--- config.mk ---
export PLATFORM = sky130hd
export DESIGN_NAME = imm_gen_pipe
export DESIGN_NICKNAME = d
export VERILOG_FILES = /design/src/rtl/imm_gen_pipe.sv
export SDC_FILE = /design/constraint.sdc
export NUM_CORES = 1
export LEC_CHECK = 0
export BUFFER_PORTS_ARGS = -buffer_cell sky130_fd_sc_hd__buf_4
export CORE_MARGIN = 3
export CORE_UTILIZATION = 49
export DETAILED_ROUTE_END_ITERATION = 16
export PLACE_DENSITY = 0.75
export SLEW_MARGIN = 20
export SYNTH_ARGS = -nofsm -noshare
export SYNTH_HDL_FRONTEND = slang
export SYNTH_SLANG_ARGS = --single-unit
export TNS_END_PERCENT = 30
--- constraint.sdc ---
create_clock -name clk -period 2.02 [get_ports clk]
set_input_delay 0.101 -clock clk [delete_from_list [all_inputs] [get_ports clk]]
set_output_delay 0.101 -clock clk [all_outputs]
set_load 0.005 [all_outputs]
--- src/rtl/imm_gen_pipe.sv ---
// imm_gen_pipe: RISC-V immediate generator (I/S/B/U/J/R decode, sign-extended to XLEN) behind a valid/ready output stage.
// Latency: 1 cycle. An accept at edge N presents imm/fmt/illegal with out_valid=1 after edge N.
// Backpressure: SKID=1 parks one extra word in a skid entry and in_ready comes from a flop. SKID=0 has no skid entry and in_ready = !out_valid || out_ready.
//
// Ports:
//   clk, rst_n          clock, asynchronous active-low reset
//   in_valid/in_ready   instruction handshake, instr is the 32-bit instruction word
//   out_valid/out_ready result handshake
//   imm                 sign-extended immediate (XLEN bits)
//   fmt                 0=R 1=I 2=S 3=B 4=U 5=J 7=illegal
//   illegal             opcode not recognised for this XLEN
//   illegal_cnt         saturating count of accepted illegal words
module imm_gen_pipe #(
   parameter int XLEN = 64,   // 32 or 64
   parameter int SKID = 1     // 1: two-entry skid buffer, 0: single register
) (
   input  logic            clk,
   input  logic            rst_n,
   input  logic            in_valid,
   output logic            in_ready,
   input  logic [31:0]     instr,
   output logic            out_valid,
   input  logic            out_ready,
   output logic [XLEN-1:0] imm,
   output logic [2:0]      fmt,
   output logic            illegal,
   output logic [7:0]      illegal_cnt
);

   localparam bit RV64 = (XLEN == 64);

   localparam logic [2:0] FMT_R   = 3'd0;
   localparam logic [2:0] FMT_I   = 3'd1;
   localparam logic [2:0] FMT_S   = 3'd2;
   localparam logic [2:0] FMT_B   = 3'd3;
   localparam logic [2:0] FMT_U   = 3'd4;
   localparam logic [2:0] FMT_J   = 3'd5;
   localparam logic [2:0] FMT_ILL = 3'd7;

   localparam logic [6:0] OP_LOAD   = 7'b0000011;
   localparam logic [6:0] OP_IMM    = 7'b0010011;
   localparam logic [6:0] OP_IMM32  = 7'b0011011;
   localparam logic [6:0] OP_JALR   = 7'b1100111;
   localparam logic [6:0] OP_SYSTEM = 7'b1110011;
   localparam logic [6:0] OP_STORE  = 7'b0100011;
   localparam logic [6:0] OP_BRANCH = 7'b1100011;
   localparam logic [6:0] OP_LUI    = 7'b0110111;
   localparam logic [6:0] OP_AUIPC  = 7'b0010111;
   localparam logic [6:0] OP_JAL    = 7'b1101111;
   localparam logic [6:0] OP_REG    = 7'b0110011;
   localparam logic [6:0] OP_REG32  = 7'b0111011;

   // One decoded result, as held in the output register and the skid entry.
   typedef struct packed {
      logic [XLEN-1:0] imm;
      logic [2:0]      fmt;
      logic            illegal;
   } res_t;

   typedef enum logic {
      EMPTY_SKID = 1'b0,
      FULL_SKID  = 1'b1
   } state_t;

   // ------------------------------------------------------------------
   // Combinational decode
   // ------------------------------------------------------------------
   logic        [6:0]      opcode;
   logic signed [31:0]     imm32;
   logic signed [XLEN-1:0] imm_sext;
   logic        [2:0]      dec_fmt;
   logic                   dec_ill;
   res_t                   dec;

   always_comb begin
      opcode  = instr[6:0];
      imm32   = '0;
      dec_fmt = FMT_ILL;
      dec_ill = 1'b1;
      case (opcode)
         OP_LOAD, OP_IMM, OP_JALR, OP_SYSTEM: begin
            imm32   = {{20{instr[31]}}, instr[31:20]};
            dec_fmt = FMT_I;
            dec_ill = 1'b0;
         end
         OP_IMM32: begin
            if (RV64) begin
               imm32   = {{20{instr[31]}}, instr[31:20]};
               dec_fmt = FMT_I;
               dec_ill = 1'b0;
            end
         end
         OP_STORE: begin
            imm32   = {{20{instr[31]}}, instr[31:25], instr[11:7]};
            dec_fmt = FMT_S;
            dec_ill = 1'b0;
         end
         OP_BRANCH: begin
            imm32   = {{19{instr[31]}}, instr[31], instr[7], instr[30:25], instr[11:8], 1'b0};
            dec_fmt = FMT_B;
            dec_ill = 1'b0;
         end
         OP_LUI, OP_AUIPC: begin
            imm32   = {instr[31:12], 12'b0};
            dec_fmt = FMT_U;
            dec_ill = 1'b0;
         end
         OP_JAL: begin
            imm32   = {{11{instr[31]}}, instr[31], instr[19:12], instr[20], instr[30:21], 1'b0};
            dec_fmt = FMT_J;
            dec_ill = 1'b0;
         end
         OP_REG: begin
            dec_fmt = FMT_R;
            dec_ill = 1'b0;
         end
         OP_REG32: begin
            if (RV64) begin
               dec_fmt = FMT_R;
               dec_ill = 1'b0;
            end
         end
         default: begin
            imm32   = '0;
            dec_fmt = FMT_ILL;
            dec_ill = 1'b1;
         end
      endcase
   end

   // Signed-to-wider-signed assignment replicates bit 31 up to XLEN.
   // R-type and illegal leave imm32 at zero, so every bit of imm is driven.
   always_comb begin
      imm_sext    = imm32;
      dec.imm     = imm_sext;
      dec.fmt     = dec_fmt;
      dec.illegal = dec_ill;
   end

   // ------------------------------------------------------------------
   // Output stage
   // ------------------------------------------------------------------
   state_t     state_q, state_d;
   res_t       out_q, out_d;
   res_t       skid_q, skid_d;
   logic       out_vld_q, out_vld_d;
   logic [7:0] ill_cnt_q, ill_cnt_d;
   logic       acc;

   // State register (all flops of the block)
   always_ff @(posedge clk or negedge rst_n) begin
      if (!rst_n) begin
         state_q   <= EMPTY_SKID;
         out_q     <= '0;
         skid_q    <= '0;
         out_vld_q <= 1'b0;
         ill_cnt_q <= '0;
      end else begin
         state_q   <= state_d;
         out_q     <= out_d;
         skid_q    <= skid_d;
         out_vld_q <= out_vld_d;
         ill_cnt_q <= ill_cnt_d;
      end
   end

   // Output decode: in_ready.
   // With the skid buffer, in_ready depends only on the state flop, which
   // keeps out_ready off the input timing path. Without it, ready is the
   // usual pipeline-register term.
   always_comb begin
      if (SKID != 0) begin
         in_ready = (state_q == EMPTY_SKID);
      end else begin
         in_ready = !out_vld_q || out_ready;
      end
   end

   assign acc = in_valid && in_ready;

   // Next-state and datapath
   always_comb begin
      state_d   = state_q;
      out_d     = out_q;
      skid_d    = skid_q;
      out_vld_d = out_vld_q;
      case (state_q)
         EMPTY_SKID: begin
            if (acc) begin
               if (!out_vld_q || out_ready) begin
                  // The output register is free or being drained this edge.
                  out_d     = dec;
                  out_vld_d = 1'b1;
               end else if (SKID != 0) begin
                  // The output is stalled, so park the word in the skid entry.
                  skid_d  = dec;
                  state_d = FULL_SKID;
               end
            end else if (out_vld_q && out_ready) begin
               out_vld_d = 1'b0;
            end
         end
         FULL_SKID: begin
            // Both entries are valid. Shift skid into output on drain; out_valid stays 1.
            if (out_ready) begin
               out_d   = skid_q;
               state_d = EMPTY_SKID;
            end
         end
         default: begin
            state_d = EMPTY_SKID;
         end
      endcase
   end

   // Saturating illegal counter, stepped on accept so stalls cannot double count.
   always_comb begin
      ill_cnt_d = ill_cnt_q;
      if (acc && dec.illegal && (ill_cnt_q != 8'hFF)) begin
         ill_cnt_d = ill_cnt_q + 8'd1;
      end
   end

   assign out_valid   = out_vld_q;
   assign imm         = out_q.imm;
   assign fmt         = out_q.fmt;
   assign illegal     = out_q.illegal;
   assign illegal_cnt = ill_cnt_q;

endmodule

### Word-level counts from Yosys, hierarchy flattened

Cells that the tools add are included.

| cells by class | value |
|---|---|
| add/subtract/negate cells | 1 |
| multipliers | 0 |
| div/mod/pow operators | 0 |
| magnitude comparators | 0 |
| eq/ne operators | 17 |
| shift-type cells | 0 |
| muxes and demuxes | 14 |
| bitwise logic cells | 2 |
| reduce and logical (&&, ||, !) cells | 14 |

Operator list:

| kind | number |
|---|---|
| $mux W68 | 3 |
| $pmux W32 S5 | 1 |
| $pmux W68 S2 | 1 |
| $eq A7 B6 Y1 const B | 4 |
| $eq A7 B7 Y1 const B | 4 |
| $eq A7 B5 Y1 const B | 3 |
| $pmux W3 S6 | 1 |
| $reduce_or A12 Y1 | 1 |
| $reduce_and A3 Y1 | 3 |
| $add A8 B1 Y8 const B | 1 |
| $ne A8 B8 Y1 const B | 1 |
| $eq A7 B2 Y1 const B | 1 |
| $mux W1 | 7 |
| $ne A2 B1 Y1 const B | 3 |
| $reduce_or A5 Y1 | 1 |
| $logic_and A1 B1 Y1 | 4 |
| $reduce_or A2 Y1 | 2 |
| $ne A2 B2 Y1 const B | 1 |
| $not A1 Y1 | 2 |
| $pmux W1 S2 | 1 |
| $reduce_bool A2 Y1 | 1 |
| $logic_not A1 Y1 | 1 |
| $logic_or A1 B1 Y1 | 1 |

| word-level totals | value |
|---|---|
| bits in registers | 114 |
| latch bits | 0 |
| bits in writable memories | 0 |
| ROM bits | 0 |
| word-level logic and storage cells | 57 |
| memories kept | 0 |

### Depth between registers and ports, before layout

| depth | value |
|---|---|
| depth in word-level cells | 6 |
| gate-level depth with buffers | 7 |

### Worst setup path after synthesis

OpenSTA, ideal clock, no wires.

| timing path | value |
|---|---|
| path type | reg2reg |
| start point | register ill_cnt_q[0], in the netlist illegal_cnt[0] |
| end point | register ill_cnt_q[1], in the netlist illegal_cnt[1] |
| setup time | 125 ps |
| data arrival time | 1463 ps |
| required time | 1895 ps |
| slack | 433 ps |
| stages on the path, launching flop included | 5 |
| clock period less this slack | 1587 ps |
| cell sequence | dfrtp_1 -> ha_1 -> a41oi_2 -> nor2b_1 -> mux2_2 |

| between the ends | value |
|---|---|
| longest elaborated chain between the ends | 2 |
| elaborated cells between the ends (all ways) | 3 |

Ends and longest elaborated chain:

| what | RTL line | source |
|---|---|---|
| start, declared | 147 | `logic [7:0] ill_cnt_q, ill_cnt_d;` |
| start signal, assigned | 163 | `ill_cnt_q <= ill_cnt_d;` |
| branches (longest 2 deep; another with $add A8 B1 Y8) | -- |  |

Several ways; the timed one is not identified.
A chain may end at the register's enable or synchronous reset.

### Final worst setup path

| timing path | value |
|---|---|
| start point | register state_q |
| end point | register out_q, in the netlist fmt[1] |

| between the ends | value |
|---|---|
| longest elaborated chain between the ends | 4 |
| elaborated cells between the ends (all ways) | 7 |

Ends and longest elaborated chain:

| what | RTL line | source |
|---|---|---|
| start, declared | 143 | `state_t state_q, state_d;` |
| start signal, assigned | 159 | `state_q <= state_d;` |
| $not A1 Y1 (no line) | -- |  |
| $logic_and A1 B1 Y1 | 179 | `assign acc = in_valid && in_ready;` |
| $ne A2 B1 Y1 (no line) | -- |  |
| $reduce_and A3 Y1 (no line) | -- |  |
| end signal, assigned | 160 | `out_q <= out_d;` |
| end, declared | 144 | `res_t out_q, out_d;` |

Parallel ways exist; a longest one is shown, timed or not.

==> summary.md <==
| Metric | Value |
|---|---|
| Status | `completed` |
| Crit path arrival time | `2110 ps` |
| Synth area leaders | `dfrtp_1, buf_4, o21ai_0` |
| Crit Reg-Reg Startpoint | `state_q$_DFF_PN0_` |
| GRT Total Usage | `0.2247` |
| H-Tree Depth | `3` |
| Vias in the first global route | `3,530` |
| Area grow syn2layout | `23.41%` |
| Setup-failing EPs final | `0` |
| Critical path launch point type | `flip-flop` |
| Via count | `3,612` |
| Max FO, Critical Path | `16` |
| Power Density | `968.7 mW/mm^2` |
| Pleak | `2.418 nW` |
| Core Rows | `33` |
| Fmax | `541.7 MHz` |
| Worst Reg2Reg Path Length in Cells | `5` |
| Wirelength, routed | `10.92 mm` |
| Register area share after synthesis | `0.4854` |
| Clock root buffer master | `clkbuf_8` |
| Largest net degree at the start of global routing | `55` |
| Leading cell types in the layout, fill and taps excluded | `buf_4, dfrtp_1, nand2_1, o21ai_0, nor2_1` |
| Cell taking the most area after synthesis | `dfrtp_1` |
| Post-CTS Setup Bufs | `0` |
| Worst setup path category | `reg2reg` |
| Synth top area share | `0.4854` |
| Min Tclk post-route | `1846 ps` |
| CORE AREA | `0.008299 sq mm` |
| Fin. Hold Viols | `0` |
| Initial Util | `0.5094` |
| Critical Path Slowest Stage Cell | `o22ai_1` |
| CTS tree | `built` |
| CTS Buffer Depth | `2` |
| Worst r2r dst | `fmt[1]$_DFFE_PN0P_` |
| CP max stage delay | `660 ps` |
| Final core utilization | `0.6287` |
| RSZ-0062 raised after global routing | `no` |
| Ports | `114` |
| TritonCTS Buffers | `9` |
| Mean Syn Cell Area | `9.675 sq um` |
| Die Y | `98.89 microns` |
| Cell area after placement | `0.004989 sq mm` |
| Layout cells sized above 1 | `0.3428` |
| Tcrit/Tclk final | `0.9139` |
| Most common cell after layout, fill and taps aside | `buf_4` |
| Ys Warns | `0` |
| Initial DRC count | `218` |
| Reg2Reg Setup Slack | `170 ps` |
| Post-route ant nets | `0` |
| Hold Slack | `7.233 ps` |
| Global placement routability congestion | `0.9369` |
| Slew HR | `0.4527` |
| Grt ovf | `0` |
| Initial antenna violation count | `0` |
| Slew @ Worst Pin | `820.9 ps` |
| Synth unique cells | `49` |
| DRC viols | `0` |
| Hold Crit Endpoint | `skid_q[9]$_DFFE_PN0P_` |
| Setup slack at placement | `37.39 ps` |
| Post-synth design cell area | `0.004228 sq mm` |
| Clock skew | `9.778 ps` |
| Syn Inst Count | `437` |
| Drt wl/cell | `17.24 microns` |
| Clock sink count | `82` |
| Setup TNS Final | `0 ps` |
| Count of flip-flops with a built-in enable after synthesis | `0` |
| Final non-filler cell area | `0.005218 sq mm` |
| Hold crit path type | `in2reg` |
| Dpl cells | `614` |
| Critical Path RT | `2290 ps` |
| Final WS setup | `173.9 ps` |
| Min-Delay Path Depth | `2` |
| Clock transition at path regs | `90 ps` |
| Die footprint | `0.009778 sq mm` |
| First-pass GRT wire length | `17.88 mm` |
| Layout Cells excl Fill | `633` |
| Via density | `5.706` |
| Synth Net Count | `474` |
| DRT Pass-1 Iters | `5` |
| Worst path cell trace | `buf_4 -> o22ai_1 -> buf_4 -> a21oi_1 -> o21ai_0` |
| Most used flip-flop cell after synthesis | `dfrtp_1` |
| Worst VDD drop | `605.0 uV` |
| Pwr Total | `5.054 mW` |
| Ys async rst share | `1.000` |
| Hold Startpoint | `instr[25]` |
| Yosys reg bits | `82` |
| Detailed placement HPWL | `7.783 mm` |
| Port Buffers | `113` |
| Die X | `98.89 microns` |
| Nets@finish | `560` |
| Most frequent cell on the critical path | `buf_4` |
| Max Cap Viol | `0` |
| Critical Path End Type | `flip-flop` |
| Clk_lat worst skew | `350 ps` |
| Final Slew Violations | `0` |
| Ant. Diodes | `0` |
-- area by class of cell --
type                       instances  area, sq um
clock buffer                       9        123.9
clock inverter                     7        70.07
tap                              105        131.4
multi-input combinational        292         1795
inverter                           3        11.26
timing repair buffer             135         1033
fill                             703         3082
sequential                        82         2052
-- Yosys cell counts (9+ instances only) --
cell	n
clkbuf_1	16
buf_2	9
and3_1	13
or3_1	21
a21oi_1	20
nor2_1	34
a21oi_2	20
a221o_1	9
buf_4	32
nand2_1	44
dfrtp_1	82
a22o_1	10
o21ai_0	38
a31oi_1	9
-- cell families after synthesis --
| family | count (synthesis) | synth area share |
|---|---|---|
| AND/OR/NAND/NOR | 150 | 0.1805 |
| AO/OA/AOI/OAI | 130 | 0.2146 |
| flip-flops | 82 | 0.4854 |
| buffers and inverters | 63 | 0.09233 |
| XOR/XNOR | 8 | 0.01657 |
| multiplexers | 3 | 0.007694 |
| adder cells (fa/ha/maj) | 1 | 0.002959 |
-- worst max-delay path by stage --
stage | startpoint | to | slack (ps)
floorplan | illegal_cnt[0]$_DFFE_PN0P_ | illegal_cnt[1]$_DFFE_PN0P_ | 430
global placement | instr[2] | skid_q[24]$_DFFE_PN0P_ | 110
detailed placement | instr[2] | skid_q[24]$_DFFE_PN0P_ | 40
CTS | state_q$_DFF_PN0_ | imm[25]$_DFFE_PN0P_ | 30
global route | state_q$_DFF_PN0_ | fmt[1]$_DFFE_PN0P_ | 40
finish | state_q$_DFF_PN0_ | fmt[1]$_DFFE_PN0P_ | 170
-- flip-flops by register name (all words and copies together), names as in the netlist --
name and cells:
illegal 1, state_q 1, fmt 3, out_valid 1, illegal_cnt 8, skid_q 36
imm 32
-- worst max-delay path: cells and delay by family, from the launching register on --
kind	cells	cell delay, ps
flops	1	440
compound gates	3	810
buf+inv	2	500
-- where the power goes --
group	switching [mW]	leakage (nW)	internal, mW
Sequential	0.297	1.02	2.07
Clock	0.613	0.0990	0.569
Combinational	0.717	1.30	0.784
-- per-layer routing --
metal / wire length (microns) / global-route usage
met1: 4807 / 0.3153
met2: 5272 / 0.3569
met3: 681 / 0.04529
met5: 0 / 0
met4: 153 / 0.06092
-- repair_timing --
action,CTS,global route
endpoints found under the hold margin,30,0
gates resized for setup,0,1
hold buffers,3,0
endpoints found under the setup margin,0,11
(Power assumes the default switching activity.)
